--- src/rtl/target_picker.sv ---
`timescale 1ns/1ps
`default_nettype none
// +-----------------------------------------------------------------------------+
// | target_picker: rejection-samples a 16-bit random value into 0..9999 and     |
// | reports it in binary and 4-digit BCD.                        Revision 1.0   |
// +-----------------------------------------------------------------------------+
module target_picker #(
    parameter int unsigned REJECT_LIMIT = 60000
) (
    input  logic        clock,
    input  logic        reset,
    input  logic [15:0] random_number,
    input  logic        start,
    input  logic        ack,
    output logic        busy,
    output logic        valid,
    output logic [13:0] answer_bin,
    output logic [15:0] answer_bcd,
    output logic [7:0]  reject_count
);

    typedef enum logic [2:0] {
        S_IDLE    = 3'd0,
        S_SAMPLE  = 3'd1,
        S_REDUCE  = 3'd2,
        S_CONVERT = 3'd3,
        S_DONE    = 3'd4
    } state_t;

    localparam logic [15:0] C_REJECT = 16'(REJECT_LIMIT);
    localparam logic [15:0] C_TEN_K  = 16'd10000;
    localparam logic [3:0]  C_LAST   = 4'd13;

    state_t      state_q, state_d;
    logic [15:0] work_q, work_d;
    logic [15:0] bcd_q, bcd_d;
    logic [3:0]  step_q, step_d;
    logic [7:0]  rc_q, rc_d;
    logic [13:0] ans_bin_q, ans_bin_d;
    logic [15:0] ans_bcd_q, ans_bcd_d;

    logic [15:0] w_adj;
    logic [15:0] w_shift;
    logic [3:0]  w_idx;

    // Double-dabble step: correct every digit >= 5, then shift in the next binary bit.
    always_comb begin
        w_adj = bcd_q;
        for (int i = 0; i < 4; i++) begin
            if (w_adj[4*i +: 4] >= 4'd5) begin
                w_adj[4*i +: 4] = w_adj[4*i +: 4] + 4'd3;
            end
        end
        w_idx   = C_LAST - step_q;
        w_shift = {w_adj[14:0], work_q[w_idx]};
    end

    always_comb begin
        state_d   = state_q;
        work_d    = work_q;
        bcd_d     = bcd_q;
        step_d    = step_q;
        rc_d      = rc_q;
        ans_bin_d = ans_bin_q;
        ans_bcd_d = ans_bcd_q;
        case (state_q)
            S_IDLE: begin
                if (start) begin
                    state_d = S_SAMPLE;
                    rc_d    = 8'd0;
                end
            end
            S_SAMPLE: begin
                if (random_number >= C_REJECT) begin
                    if (rc_q != 8'hFF) begin
                        rc_d = rc_q + 8'd1;
                    end
                end else begin
                    work_d  = random_number;
                    state_d = S_REDUCE;
                end
            end
            S_REDUCE: begin
                if (work_q >= C_TEN_K) begin
                    work_d = work_q - C_TEN_K;
                end else begin
                    step_d  = 4'd0;
                    bcd_d   = 16'd0;
                    state_d = S_CONVERT;
                end
            end
            S_CONVERT: begin
                bcd_d  = w_shift;
                step_d = step_q + 4'd1;
                if (step_q == C_LAST) begin
                    ans_bin_d = work_q[13:0];
                    ans_bcd_d = w_shift;
                    state_d   = S_DONE;
                end
            end
            S_DONE: begin
                if (ack) begin
                    state_d = S_IDLE;
                end
            end
            default: state_d = S_IDLE;
        endcase
    end

    always_ff @(posedge clock) begin
        if (reset) begin
            state_q   <= S_IDLE;
            work_q    <= 16'd0;
            bcd_q     <= 16'd0;
            step_q    <= 4'd0;
            rc_q      <= 8'd0;
            ans_bin_q <= 14'd0;
            ans_bcd_q <= 16'd0;
        end else begin
            state_q   <= state_d;
            work_q    <= work_d;
            bcd_q     <= bcd_d;
            step_q    <= step_d;
            rc_q      <= rc_d;
            ans_bin_q <= ans_bin_d;
            ans_bcd_q <= ans_bcd_d;
        end
    end

    assign busy         = (state_q != S_IDLE) && (state_q != S_DONE);
    assign valid        = (state_q == S_DONE);
    assign answer_bin   = ans_bin_q;
    assign answer_bcd   = ans_bcd_q;
    assign reject_count = rc_q;

endmodule
`default_nettype wire

--- config.mk ---
export PLATFORM = sky130hd
export DESIGN_NAME = target_picker
export DESIGN_NICKNAME = d
export VERILOG_FILES = /design/src/rtl/target_picker.sv
export SDC_FILE = /design/constraint.sdc
export NUM_CORES = 1
export LEC_CHECK = 0
export BUFFER_PORTS_ARGS = -buffer_cell sky130_fd_sc_hd__buf_2
export CORE_MARGIN = 2
export CORE_UTILIZATION = 30
export CTS_CLUSTER_SIZE = 28
export DETAILED_ROUTE_END_ITERATION = 10
export PLACE_DENSITY = 0.53
export SLEW_MARGIN = 20
export SYNTH_ARGS = -nofsm -noshare
export SYNTH_HDL_FRONTEND = slang
export SYNTH_SLANG_ARGS = --single-unit
--- constraint.sdc ---
create_clock -name clock -period 2.1 [get_ports clock]
set_clock_uncertainty 0.05 [all_clocks]
set_input_delay 0.105 -clock clock [delete_from_list [all_inputs] [get_ports clock]]
set_output_delay 0.105 -clock clock [all_outputs]
set_load 0.01 [all_outputs]
==> impl_results.md <==
* Post-synth EDFFs at 0
* Switching part of the total power at 28.4%
* Clock network fraction of design power at 41.3%
* Synthesis-stage register bit count at 77
* Antenna violations before repair at 0
* Total of warnings raised by yosys at 0
* Number of maximum-capacitance violations at 0
* PwrDens at 827 nW/µm²
* Chip Height at 119 µm
* Worst relative slew slack at 51.6%
* Required time at the endpoint of the critical path at 2.33 ns
* Buffers from clock root to sink, at most at 2
* Startpoint class of the critical path: flop
* Maximum number of pins on one net before global-route repair at 70
* Delay of the slowest cell on the worst path at 0.36 ns
* Worst hold path type: input pin to flop
* Highest ir drop seen on vdd at 0.355 mV
* TritonCTS clock tree: yes
* CTS HTree Levels at 3
* Placed cell count at 739
* Area enclosed by the die boundary at 14,300 µm²
* First-pass iteration count of the detailed router at 5
* Ratio of final minimum period to clock period at 96.1%
* Die W at 119 µm
* Worst Hold Depth at 3
* Net Sw Power at 1.20 mW
* Sequential cell area fraction in the yosys report at 38.6%
* Number of distinct standard cells referenced by the synthesized netlist at 56
* DR vias/cell at 5.10
* Placeable core region at 13,100 µm²
* CTS sink cnt at 77
* Status: complete, no violations
* Final setup violation count at 0
* Clock input transition at the sequential cells of the worst setup and hold paths at 0.06 ns
* Sequential cell fraction of total power at 37.7%
* Slowest-stage cell, CP: a2111o_1
* Internal power at 3.03 mW
* Leakage power at 1.98 nW
* Average footprint of a synthesized cell at 8.04 µm²
* CTS Buf Count at 9
* Worst reg2reg path depth at 9
* Least-Margin Pin Slew at 0.725 ns
* Global router's overall resource usage at 15.8%
* Count of antenna diodes in the layout at 0
* Congestion Overflow GR at 0
* Final Power at 4.23 mW
* Arrival time of the worst setup path at 2.25 ns
* Crit. End Element: flop
* Initial detailed-routing violation count at 204
* Clock latency reported for the late side of the worst-skew pair at 0.34 ns
* CP cell instances: inv_1 -> ha_1 -> nor3b_2 -> a21boi_1 -> o21a_1 -> buf_6 -> buf_4 -> a2111o_1 -> a21oi_2
* Routed length per instance at 14.5 µm
* Instance count of the mapped netlist at 497
* Fraction of registers with async set/reset at 0%
* Largest fanout on the critical path at 11
* Max-slew violation total from the final report at 0
* Layout overhead on the synthesized area at 27.9%
* Number of standard-cell rows in the floorplan at 42
* Worst hold-check slack at 0.0502 ns
* Maximum clock rate at 495 MHz
* Ratio of cells with drive above 1 in the final layout at 24.8%
* Root cell of the clock tree: clkbuf_16
* Via count at 3,874
* Power share of the combinational group at 21.0%
* DRT Wirelength at 11,000 µm
* Leading cell types in the layout, fill and taps excluded: nand2_1 (79), dfxtp_1 (75), a21oi_1 (72), buf_2 (59), buf_4 (41)
* Mapped cell area at 4000 µm²
* Boundary pin count at 60
* Nets at 614
* Detail Route Antenna Nets at 0
* DP HPWL at 7720 µm
* Most common library cell in the layout ignoring fill and taps: nand2_1
* Wire length of the first global-routing pass at 18,100 µm
* Filler-free cell count of the finished design at 760
* RD Place Congestion at 0.852
* Syn nets at 532
* Starting Density at 30.4%
* Detailed-route DRC error count at 0
* Crit Path Category: flop to flop
* Number of port buffers at 59
* Endpoints failing hold at 0
* Top FF cell, synth: dfxtp_1
* Via count of the first global-routing pass at 3,552
* Time the worst path needs with I/O delays and setup at 2.02 ns
stage by stage:
step                      setup slack [ns]    TNS, ns  instance area, µm²  util (%)
final                               0.0809          0                5110      38.9
after global routing             -0.000778  -0.000778                5110      38.9
after CTS                           0.0174          0                5070      38.6
after detailed placement           0.00804          0                4690      35.7
after global placement              0.0821          0                4690      35.7
after floorplan                      0.108          0                4000         -
power groups by stage:
stage	sequential (mW)	combinational [mW]	clock, mW
2_1_floorplan	1.61	0.506	0
3_3_place_gp	1.62	0.846	0
6_report	1.59	0.888	1.75
3_5_place_dp	1.62	0.855	0
5_1_grt	1.60	0.969	1.87
4_1_cts	1.59	0.863	1.79
worst paths after layout:
kind,from,to,slack (ns)
max,work_q[5],work_q[15],0.08
min,random_number[6],work_q[6],0.05
max reg2reg,work_q[5],work_q[15],0.08
min reg2reg,answer_bcd[6],answer_bcd[6],0.40
flip-flops by register name (all words and copies together) (netlist names):
name,flops
answer_bcd,16
answer_bin,14
bcd_q,16
reject_count,8
state_q,3
step_q,4
work_q,16
what timing repair did:
action / in CTS / in global routing
gates resized for setup: 1 / 9
endpoints found under the setup margin: 1 / 19
hold buffers: 4 / 0
buffers inserted: 0 / 1
hold endpoints to repair: 4 / 0
pin swaps: 0 / 1
per-layer routing:
metal,vias to the layer above,global-route usage (%),routed length (µm)
li1,1951,-,-
met2,87,24.5,4970
met1,1815,21.1,5230
met4,0,6.69,293
met5,-,0,0
met3,21,3.54,517
synth_stat cells (2+ instances only):
master      n  area (µm²)
nand2_1    79         297
dfxtp_1    77        1540
a21oi_1    73         365
nor2_1     31         116
clkbuf_1   30         113
nand3_1    20         100
o21ai_0    19        95.1
inv_1      16        60.1
ha_1       15         188
nand2b_1    9        56.3
nor3_1      9        45.0
nor3b_1     8        60.1
o31ai_1     8        60.1
a211oi_1    7        52.6
o32ai_1     6        52.6
or3b_2      6        52.6
mux2i_1     5        50.1
nand4_1     5        31.3
o311ai_0    5        43.8
or3_1       5        31.3
xnor2_1     5        43.8
a311oi_1    4        35.0
buf_2       4        20.0
and2_1      3        18.8
and3_1      3        18.8
mux4_2      3        67.6
nor4_1      3        18.8
o21a_1      3        22.5
a2111o_1    2        22.5
a2111oi_0   2        17.5
a22oi_1     2        15.0
nand3b_1    2        15.0
o211ai_1    2        15.0
o221a_2     2        22.5
or2_2       2        12.5
xor2_1      2        17.5
cells by family after synthesis:
family / Yosys count / synth area share, %
AOI/OAI and AO/OA: 146 / 23.2
xor gates and xnor gates: 7 / 1.53
adders and majority gates: 15 / 4.70
buffers and inverters: 51 / 4.92
DFF: 77 / 38.6
muxes: 10 / 3.88
and+or+nand+nor: 191 / 23.1
worst max-delay path: cells and delay by family (launching register included):
kind	cells	cell delay [ns]
simple gates	1	0.16
flops	1	0.35
buf+inv	3	0.36
fa+ha+maj	1	0.19
compound gates	4	0.84
layout make-up:
| class | instances | area, µm² |
|---|---|---|
| fill | 1336 | 8030 |
| multi-input combinational | 369 | 2290 |
| sequential | 77 | 1540 |
| timing repair buffer | 105 | 654 |
| clock buffer | 11 | 253 |
| tap | 176 | 220 |
| clock inverter | 5 | 81.3 |
| inverter | 17 | 63.8 |
No activity file was read; power rests on OpenSTA's default activity.
